==> src/rtl/nec_ir_decoder.sv <==
// NEC infrared remote decoder: measures mark/space widths in 10 us ticks and latches validated command/address bytes.
// Optional strict address check (addr XOR ~addr == 8'hFF) enabled by defining NEC_ADDR_CHECK_EN.
module nec_ir_decoder #(
    parameter int CLK_HZ = 100_000_000
) (
    input  logic       clk_in,
    input  logic       rst,
    input  logic       ir_in,
    output logic [7:0] Frame_Data,
    output logic [7:0] Addr_Data,
    output logic       frame_valid,
    output logic       repeat_valid
);
    localparam int DIV  = ((CLK_HZ / 100_000) > 1) ? (CLK_HZ / 100_000) : 1;
    localparam int PS_W = (DIV > 1) ? $clog2(DIV) : 1;
    localparam logic [PS_W-1:0] PS_LAST   = PS_W'(DIV - 1);
    localparam logic [PS_W-1:0] PS_ZERO   = {PS_W{1'b0}};
    localparam logic [PS_W-1:0] PS_ONE    = PS_W'(1);
    localparam logic [10:0]     W_MAX     = 11'd2047;
    localparam logic [10:0]     W_TIMEOUT = 11'd1100;

    typedef enum logic [2:0] {
        IDLE       = 3'd0,
        LEAD_MARK  = 3'd1,
        LEAD_SPACE = 3'd2,
        BIT_MARK   = 3'd3,
        BIT_SPACE  = 3'd4
    } state_t;

    logic            ir_meta_r, ir_sync_r, ir_prev_r;
    logic            edge_s, fall_s;
    logic [PS_W-1:0] ps_r;
    logic [10:0]     width_r;
    state_t          state_r, state_s;
    logic [30:0]     shift_r, shift_s;
    logic [31:0]     word_s;
    logic [5:0]      bit_cnt_r, bit_cnt_s;
    logic            have_frame_r;
    logic            load_s, rep_s;
    logic            short_ok_s, long_ok_s, cmd_ok_s, addr_ok_s;

    function automatic logic in_win(input logic [10:0] w, input logic [10:0] lo, input logic [10:0] hi);
        return (w >= lo) && (w <= hi);
    endfunction

    function automatic logic byte_pair_ok(input logic [7:0] b, input logic [7:0] nb);
        return (b ^ nb) == 8'hFF;
    endfunction

    assign edge_s     = ir_sync_r ^ ir_prev_r;
    assign fall_s     = edge_s & ~ir_sync_r;
    assign short_ok_s = in_win(width_r, 11'd40, 11'd70);
    assign long_ok_s  = in_win(width_r, 11'd140, 11'd200);
    // Only 31 bits are stored; the 32nd bit completes the word combinationally at the final edge.
    assign word_s     = {long_ok_s, shift_r};
    assign cmd_ok_s   = byte_pair_ok(word_s[23:16], word_s[31:24]);
`ifdef NEC_ADDR_CHECK_EN
    assign addr_ok_s  = byte_pair_ok(word_s[7:0], word_s[15:8]);
`else
    assign addr_ok_s  = 1'b1;
`endif

    // Input synchronizer, tick prescaler and saturating level-width counter.
    always_ff @(posedge clk_in) begin
        if (rst) begin
            ir_meta_r <= 1'b1;
            ir_sync_r <= 1'b1;
            ir_prev_r <= 1'b1;
            ps_r      <= PS_ZERO;
            width_r   <= 11'd0;
        end else begin
            ir_meta_r <= ir_in;
            ir_sync_r <= ir_meta_r;
            ir_prev_r <= ir_sync_r;
            if (edge_s) begin
                ps_r    <= PS_ZERO;
                width_r <= 11'd0;
            end else if (ps_r == PS_LAST) begin
                ps_r <= PS_ZERO;
                if (width_r != W_MAX) begin
                    width_r <= width_r + 11'd1;
                end
            end else begin
                ps_r <= ps_r + PS_ONE;
            end
        end
    end

    // Protocol state register.
    always_ff @(posedge clk_in) begin
        if (rst) begin
            state_r <= IDLE;
        end else begin
            state_r <= state_s;
        end
    end

    // Next-state logic; an edge always outranks the timeout.
    always_comb begin
        state_s = state_r;
        if (edge_s) begin
            case (state_r)
                IDLE:       state_s = fall_s ? LEAD_MARK : IDLE;
                LEAD_MARK:  state_s = in_win(width_r, 11'd800, 11'd1000) ? LEAD_SPACE : IDLE;
                LEAD_SPACE: state_s = in_win(width_r, 11'd400, 11'd500) ? BIT_MARK : IDLE;
                BIT_MARK:   state_s = short_ok_s ? BIT_SPACE : IDLE;
                BIT_SPACE: begin
                    if (short_ok_s || long_ok_s) begin
                        state_s = (bit_cnt_r == 6'd31) ? IDLE : BIT_MARK;
                    end else begin
                        state_s = IDLE;
                    end
                end
                default:    state_s = IDLE;
            endcase
        end else if ((state_r != IDLE) && (width_r >= W_TIMEOUT)) begin
            state_s = IDLE;
        end else begin
            state_s = state_r;
        end
    end

    // Datapath and output strobes derived from the current state and the edge just seen.
    always_comb begin
        shift_s   = shift_r;
        bit_cnt_s = bit_cnt_r;
        load_s    = 1'b0;
        rep_s     = 1'b0;
        if (edge_s) begin
            case (state_r)
                LEAD_SPACE: begin
                    if (in_win(width_r, 11'd400, 11'd500)) begin
                        bit_cnt_s = 6'd0;
                        shift_s   = 31'd0;
                    end else if (in_win(width_r, 11'd180, 11'd270)) begin
                        rep_s = have_frame_r;
                    end else begin
                        rep_s = 1'b0;
                    end
                end
                BIT_SPACE: begin
                    if (short_ok_s || long_ok_s) begin
                        shift_s   = word_s[31:1];
                        bit_cnt_s = bit_cnt_r + 6'd1;
                        load_s    = (bit_cnt_r == 6'd31) && cmd_ok_s && addr_ok_s;
                    end else begin
                        load_s = 1'b0;
                    end
                end
                default: begin
                    shift_s = shift_r;
                end
            endcase
        end else begin
            load_s = 1'b0;
        end
    end

    // Registered outputs and frame bookkeeping.
    always_ff @(posedge clk_in) begin
        if (rst) begin
            shift_r      <= 31'd0;
            bit_cnt_r    <= 6'd0;
            have_frame_r <= 1'b0;
            Frame_Data   <= 8'h00;
            Addr_Data    <= 8'h00;
            frame_valid  <= 1'b0;
            repeat_valid <= 1'b0;
        end else begin
            shift_r      <= shift_s;
            bit_cnt_r    <= bit_cnt_s;
            frame_valid  <= load_s;
            repeat_valid <= rep_s;
            if (load_s) begin
                Frame_Data   <= word_s[23:16];
                Addr_Data    <= word_s[7:0];
                have_frame_r <= 1'b1;
            end
        end
    end
endmodule

==> config.mk <==
export PLATFORM = sky130hd
export DESIGN_NAME = nec_ir_decoder
export DESIGN_NICKNAME = d
export VERILOG_FILES = /design/src/rtl/nec_ir_decoder.sv
export SDC_FILE = /design/constraint.sdc
export NUM_CORES = 1
export LEC_CHECK = 0
export BUFFER_PORTS_ARGS = -buffer_cell sky130_fd_sc_hd__clkbuf_2
export CAP_MARGIN = 20
export CORE_UTILIZATION = 31
export CTS_CLUSTER_SIZE = 16
export DETAILED_ROUTE_END_ITERATION = 7
export PLACE_DENSITY = 0.57
export SLEW_MARGIN = 20
export SYNTH_ARGS = -nofsm -noshare
export SYNTH_HDL_FRONTEND = slang
export SYNTH_SLANG_ARGS = --single-unit
==> constraint.sdc <==
create_clock -name clk_in -period 6.1 [get_ports clk_in]
set_input_delay 1.22 -clock clk_in [delete_from_list [all_inputs] [get_ports clk_in]]
set_output_delay 1.22 -clock clk_in [all_outputs]
set_load 0.1 [all_outputs]
==> flow_results.org, run 1 <==
** STA
- The number of hold-slack violations in the final timing report is 0.
- After routing, the total negative slack on setup checks comes to 0 ns.
- Setup repair after global routing missed its margin :: false
- Slew Limit Fails :: 0
- The worst path uses 49.3% of the clock period.
- In this run the tightest slew margin relative to its limit is between 50% and 60%.
- The tightest hold path in the finished design has a slack of slightly above 0.4 ns.
- Count of final setup violators :: 0
- Final critical-path required period :: 3.01 ns
- Max Fclk :: between 300 and 400 MHz
- For the pin with the worst max-slew slack, the measured transition is approximately 0.75 ns.
- Fin Clk Skew :: 0.00867 ns

** GRT
- Global router's overall resource usage :: 13.2%
- Vias in the first global route :: around 2500
- The initial antenna violation count was 0.
- Entering global routing, the biggest net connects 35 pins.
- Wire length of the first global-routing pass :: 12300 µm
- Grt ovf :: 0

** Worst setup path
- Of all nets on the critical path, the largest fanout is 17.
- Following the worst setup path forward leads to its endpoint at Addr_Data[2]$_SDFFE_PP0P_.
- Worst endpoint data arrival time :: 3.20 ns
- Reg2Reg Launch Point :: ir_sync_r$_SDFF_PP1_
- Cells traversed along the worst timing path :: inv_1, ha_1, or4b_1, nor3_1, nand3_1, a21oi_4, mux2i_1, nor2_1
- WP depth :: 8
- The critical path starts at ir_sync_r$_SDFF_PP1_.
- Crit path largest cell delay :: 0.63 ns
- Worst Setup Path Type :: reg2reg
- Length in cells of the worst reg-to-reg path :: 8
- Together, buffers and inverters on the worst path number 1.
- Grouping stages by cell kind, the critical path spends the most delay in simple AND/OR/NAND/NOR gates.
- Setup slack on the worst reg-to-reg path comes out at ~3.1 ns.
- The worst setup path is captured at a flip-flop.
- On the critical path, the stage with the largest delay is an instance of or4b_1.
- Startpoint type of the worst setup path :: flip-flop
- For the worst setup path, the data required time is about 6.3 ns.
- The worst register-to-register path ends at Addr_Data[2]$_SDFFE_PP0P_.

** Placement
- The wire-length estimate of the detail-placed layout is about 4700 µm.
- Routability-driven placement finished with a final weighted congestion of just under 0.8.
- I/O Buffers :: 20

** Power
- Combinational share of power :: 2.0%
- Clk network pwr share :: 50.3%
- Pint :: ~910 µW
- P_leak :: ~0.0014 µW
- In this run switching power makes up about a fifth of total power.
- Part of the total power dissipated in sequential elements :: about 48%
- Areal power density over the cells :: ~280 nW/µm²
- Switching pwr :: 238 µW
- Across the VDD grid, the largest voltage drop is 0.000127 V.

** Clock network
- Hold repair after CTS inserted 0 buffers.
- CTS clk-pin slew, worst paths :: 0.06 ns
- Clock buffers created by TritonCTS :: 9
- Clock network latency to the later pin of the worst-skew pair :: 0.34 ns
- The cell sitting at the root of the clock tree is a clkbuf_16.
- CTS built an H-tree with a depth of 3.
- Counting along the longest clock path gives a buffer depth of 2.
- # resized after CTS :: 0
- Setup Buffers After CTS :: 0
- Sink Count :: a little over 80
- TritonCTS built the clock tree.

** Job
- Max-cap violations in this run came to 0.

** Cells and area
- The top cell types in the final layout, fill and taps aside, are dfxtp_1, nor2_1, a22o_1, clkbuf_2, a21oi_1.
- Final Net Count :: between 300 and 400
- 0 antenna diodes ended up in the layout.
- The library cell used most frequently in the layout, excluding fill and tap cells, is dfxtp_1.
- Cells with a size suffix above 1 make up between 10% and 20% of the layout.
- Core Util, Final :: 37.0%
- Layout-stage area growth over the synthesis result :: 14.0%

** Yosys
- Share of async-settable or async-resettable flops after synthesis :: 0%
- Number of flops mapped to enable cells by yosys :: 0
- The most used flip-flop cell after synthesis is dfxtp_1.
- Gate count of the mapped netlist :: between 300 and 400
- Warnings, synthesis :: 0
- dfxtp_1 takes more of the synthesized area than any other cell.
- After synthesis, the mean cell area works out to just under 10 µm².
- By area the synthesized netlist is led by dfxtp_1, a22o_1, mux2i_1.
- Number of distinct library cells after synthesis :: between 50 and 60
- Summing every instance area after synthesis gives about 3600 µm².
- In this run, synthesis produced a sequential element count of 83.
- After synthesis, flip-flops and latches occupy between 40% and 50% of the total area.
- Fraction of synthesized cell area taken by the top area cell type :: 46.2%
- When the netlist entered floorplanning its net count stood at 381.

** Floorplanning
- In this run the count of I/O pins placed on the die edge is 21.
- Core area :: ~11000 µm²
- Horizontal die dimension :: approximately 110 µm
- The die is roughly 110 µm tall.
- Starting density of the core :: 32.5%
- Total number of placement rows :: 38
- Overall die area :: approximately 12000 µm²

** Routing
- Number of routed nets with antenna violations :: 0
- In the final routed layout, each cell accounts on average for roughly 13 µm.
- The first TritonRoute pass finished after 4 iterations.
- The routed layout has 2704 vias.
- Wires add up to around 6900 µm.
- DRT iter0 DRCs :: 126
- Number of vias per cell :: between 5 and 6
- In the routed design, unresolved DRC markers number 0.

** Run status
- The run finished with clean final reports.

** Hold path
- Class of the tightest hold or removal check :: reg2reg
## per-layer routing
layer / global-route usage, % / share of wire [%] / vias to the layer above
met2: 19.2 / 41 / 41
met3: 2.85 / 3.1 / 11
met5: 0 / 0 / -
met1: 18.1 / 53 / 1262
li1: - / - / 1390
met4: 6.86 / 2.1 / 0
## power groups by stage
stage / clock (µW) / combinational, µW / sequential, µW
3_3_place_gp: 0 / 22.2 / 559
6_report: 577 / 23.5 / 547
5_1_grt: 613 / 26.5 / 547
3_5_place_dp: 0 / 22.4 / 559
2_1_floorplan: 0 / 17.0 / 559
4_1_cts: 590 / 22.5 / 547
## flip-flops by register name, indices dropped and copies added (netlist names)
name / cells
Addr_Data: 8
Frame_Data: 8
bit_cnt_r: 6
frame_valid: 1
have_frame_r: 1
ir_meta_r: 1
ir_prev_r: 1
ir_sync_r: 1
ps_r: 10
repeat_valid: 1
shift_r: 31
state_r: 3
width_r: 11
## cell families after synthesis
kind of cell | after synthesis | share of synthesized area (%)
XOR/XNOR | 20 | 4.87
AO/OA/AOI/OAI | 85 | 18.2
adder cells (fa/ha/maj) | 5 | 1.74
AND/OR/NAND/NOR | 135 | 20.0
multiplexers | 17 | 4.73
buffers and inverters | 28 | 4.25
flip-flops | 83 | 46.2
## stage by stage
step                      area (µm²)  setup slack [ns]  power [µW]  instances
after floorplan                 3600              3.73         576        373
after global placement          3770              2.84         581        513
after detailed placement        3770              2.80         582        513
after CTS                       4080              3.08        1160        528
after global routing            4100              2.84        1190        529
final                           4100              3.09        1150        529
## layout make-up
cell class | count | area, µm²
clock inverter | 6 | 87.6
multi-input combinational | 262 | 1800
clock buffer | 9 | 225
inverter | 7 | 26.3
timing repair buffer | 22 | 123
fill | 1121 | 6980
sequential | 83 | 1660
tap | 140 | 175
## worst min-delay path by stage
stage,start,endpoint,slack (ns),cells after the start
detailed placement,ir_meta_r$_SDFF_PP1_,ir_sync_r$_SDFF_PP1_,0.40,1
CTS,ir_meta_r$_SDFF_PP1_,ir_sync_r$_SDFF_PP1_,0.41,1
global placement,ir_meta_r$_SDFF_PP1_,ir_sync_r$_SDFF_PP1_,0.40,1
floorplan,ir_meta_r$_SDFF_PP1_,ir_sync_r$_SDFF_PP1_,0.39,1
global route,ir_meta_r$_SDFF_PP1_,ir_sync_r$_SDFF_PP1_,0.42,1
finish,ir_meta_r$_SDFF_PP1_,ir_sync_r$_SDFF_PP1_,0.41,1
## cell usage after synthesis (2+ instances only)
master / n
a221oi_1: 3
nand3_1: 15
a211oi_1: 3
nor2b_1: 3
nor2_1: 44
nor3_1: 14
buf_6: 2
a41oi_1: 2
xnor2_1: 15
nor4b_4: 2
buf_2: 9
mux2i_1: 17
a22o_1: 31
inv_1: 7
o21ai_0: 11
nand2_1: 17
xor2_1: 5
nand4b_1: 2
or3_1: 9
o2111ai_1: 2
or2_2: 5
nand4_1: 5
nor4_1: 5
a21oi_1: 18
and2_1: 2
dfxtp_1: 83
ha_1: 5
and3_1: 3
clkbuf_1: 7
nand2b_1: 3
No activity file was read; power rests on OpenSTA's default activity.
==> inputs of run 2 (changes only) <==
Settings changed: ABC_AREA set to 1.
Clock period 6.1 ns to 3 ns, I/O delays scaled along.
==> flow_results.org, run 2 <==
** Cells and area
- Largest register FFs :: 31 (unchanged)
- Fraction of layout instances using a drive strength above 1 :: 12.5% (-0.57 points)
- Total inserted antenna cells :: 0 (unchanged)
- Core Util, Final :: 35.9% (-1.1 points)
- Largest registers ranked by flip-flop count :: shift_r (31), width_r (11), ps_r (10)
- The cell area after layout is 4530 µm² (+11%).
- Most common cell after layout, fill and taps aside :: nand2_1
- shift_r holds more flip-flops than any other register.
- Leaving out fill and tap cells, the most frequent cells in the layout are nand2_1, dfxtp_1, nor2_1, a21oi_1, inv_1.
- The net total in the final layout is 593 (+51%).
- Compared with the post-synthesis result, the final layout area differs by 12.8%.

** Clock network
- Sink Count :: 83 (unchanged)
- Clock network latency to the later pin of the worst-skew pair :: 0.35 ns (about the same)
- # resized after CTS :: 0 (unchanged)
- The total number of H-tree levels was 3 (unchanged).
- Count of hold-fix buffers inserted at cts :: 0 (unchanged)
- The number of buffers inserted to repair setup after CTS was 0 (unchanged).
- The maximum root-to-sink buffer count is 2 (unchanged).
- The number of clock buffers inserted by TritonCTS is 9 (unchanged).
- Clock tree from TritonCTS :: done
- The tree is rooted in a clkbuf_16.
- CTS clk-pin slew, worst paths :: 0.06 ns (about the same)

** Power
- P_leak :: 0.00168 µW (+22%)
- The total power density per cell area was 508 nW/µm² (+81%).
- Peak VDD IR :: 0.000204 V (+61%)

** Floorplanning
- The effective utilization at floorplan was 31.9% (-0.60 points).
- Horizontal die dimension :: 116 µm (+5.6%)
- Die extent in y :: 116 µm (+5.6%)
- The number of rows in the core area came to 41 (+7.9%).
- Overall die area :: 13400 µm² (+12%)
- The boundary pin count is 21 (unchanged).
- Core area :: 12600 µm² (+14%)

** Placement
- The number of port buffers is 20 (unchanged).
- Routability cong. :: 0.939 (+20%)
- Placement Cell Area :: 4220 µm² (+12%)
- The sum of net half-perimeters after detailed placement is 5880 µm (+26%).

** GRT
- Global router's overall resource usage :: 13.9% (+0.72 points)
- The maximum number of pins on one net before global-route repair came to 37 (+5.7%).
- The first-pass GRT wire length was 14700 µm (+20%).
- The via count of the first global-routing pass is 3211 (+27%).
- Grt ovf :: 0 (unchanged)
- Initial antenna violation count :: 0 (unchanged)

** Worst setup path
- The critical path is of the reg2reg type.
- Startpoint type of the worst setup path :: flip-flop
- Worst path required time :: 3.29 ns (-3.01 ns)
- Reg2Reg Launch Point :: ir_sync_r$_SDFF_PP1_
- The top fanout value on the critical path was 16 (-1).
- The critical path starts at ir_sync_r$_SDFF_PP1_.
- Worst reg2reg setup slack :: 0.87 ns (-2.23 ns)
- Nature of the critical path endpoint :: flip-flop
- Worst endpoint data arrival time :: 2.42 ns (-0.78 ns)

** Yosys
- Leading register cell type out of synthesis :: dfxtp_1
- After synthesis, the cell types taking the most area are dfxtp_1, nand2_1, nor2_1.
- Number of flops mapped to enable cells by yosys :: 0 (unchanged)
- The count of unique library cells instantiated by Yosys came to 36 (-33%).
- The count of mapped cells out of synthesis is 573 (+54%).
- Warnings, synthesis :: 0 (unchanged)
- The combined area of all synthesized cells came to 4020 µm² (+12%).
- Top cell type by total area after synthesis :: dfxtp_1
- Nets in the synthesized netlist :: 581 (+52%)
- The fraction of registers with async set or reset after synthesis is 0% (unchanged).
- Fraction of synthesized cell area taken by the top area cell type :: 41.3% (-4.9 points)
- Counting instances in the post-synthesis netlist gives the leading cell types as nand2_1, dfxtp_1, nor2_1.
- nand2_1 is the most common cell in the netlist.
- Number of synthesized register bits :: 83 (unchanged)
- Sequential area share after synthesis :: 41.3% (-4.9 points)
- The mean post-synth cell area was 7.02 µm² (-27%).

** Routing
- Iteration count of the initial detailed-routing pass :: 4 (unchanged)
- The detailed-route wire length was 8410 µm (+22%).
- Total number of vias :: 3491 (+29%)
- Routed wire length per instance :: 11.0 µm (-15%)
- The detailed-route DRC error count was 0 (unchanged).
- Number of routed nets with antenna violations :: 0 (unchanged)
- The first-iteration detailed-routing DRC count was 144 (+14%).
- The number of vias per cell after detailed routing came to 4.58 (-10%).

** STA
- The share of the cycle needed by the critical path after routing is 71.0% (+22 points).
- Slew Limit Fails :: 0 (unchanged)
- Final critical-path required period :: 2.13 ns (-0.875 ns)
- The slew at the pin with the worst max-slew slack came to 0.724 ns (-0.0222 ns).
- The highest achievable clock rate came to 469 MHz (+41%).
- The largest clock skew in the final design is 0.00463 ns (-0.00404 ns).
- Worst slew margin relative to its limit :: 51.5% (+1.4 points)
- The number of hold-slack violations in the final timing report came to 0 (unchanged).
- Count of final setup violators :: 0 (unchanged)
- Setup repair after global routing left no endpoint under its margin.
- The final setup TNS was 0 ns (unchanged).

** Hold path
- Start point of the worst min-delay path :: ir_meta_r$_SDFF_PP1_
- The min-delay analysis places its worst path in the category reg2reg.

** Job
- The max-cap violation count is 0 (unchanged).

** Run status
- The run finished with clean final reports.
## run 2: area by class of cell
cell class	count	area [µm²]
fillers	1352	8090
flip-flops and latches	83	1660
well taps	172	215
clock inverters	6	71.3
repair buffers	22	115
inverters	51	194
clock buffers	10	239
multi-input cells	418	2040
## run 2: path summary, 6_finish.rpt
path                                      to  depth (start not counted)
setup / recovery  Frame_Data[2]$_SDFFE_PP0P_                         11
hold / removal          ir_sync_r$_SDFF_PP1_                          1
setup reg to reg  Frame_Data[2]$_SDFFE_PP0P_                         11
hold reg to reg         ir_sync_r$_SDFF_PP1_                          1
## run 2: per-layer routing
layer	vias up	track usage (%)	part of all wire, %
met5	-	0	0
li1	1850	-	-
met4	0	5.73	1.7
met2	65	21.4	44
met1	1564	17.9	50
met3	12	4.34	4.7
## run 2: stage by stage
step	hold WS, ns	worst slack [ns]	cells	total power (µW)
floorplan	0.389	1.24	573	1170
global placement	0.397	0.927	746	1180
detailed placement	0.397	0.930	746	1180
CTS	0.412	0.878	762	2330
global route	0.421	0.668	762	2390
finish	0.412	0.869	762	2300
## run 2: where the power goes
group / total (µW) / switching [µW] / internal (µW) / leakage, µW
logic: 43.3 / 32.3 / 11.0 / 0.000858
registers: 1110 / 2.68 / 1110 / 0.000669
clock network: 1150 / 473 / 676 / 0.000151
total: 2300 / 508 / 1790 / 0.00168
## run 2: worst max-delay path, stage by stage (launching register included)
cell and delay, ns:
dfxtp_1 0.30, inv_1 0.05, ha_1 0.36, inv_2 0.14, nand2_1 0.07, nor3_1 0.16, nand3_1 0.10, nor2_1 0.18
nand2_1 0.11, nor2_4 0.39, nor2_1 0.12, nor2_2 0.09
## run 2: logic make-up after synthesis
kind of cell    Yosys count  synth area share [%]
xor+xnor                 17                  3.89
simple gates            330                  36.7
flops                    83                  41.3
fa+ha+maj                 5                  1.56
compound gates           66                  8.53
buf+inv                  72                  8.00
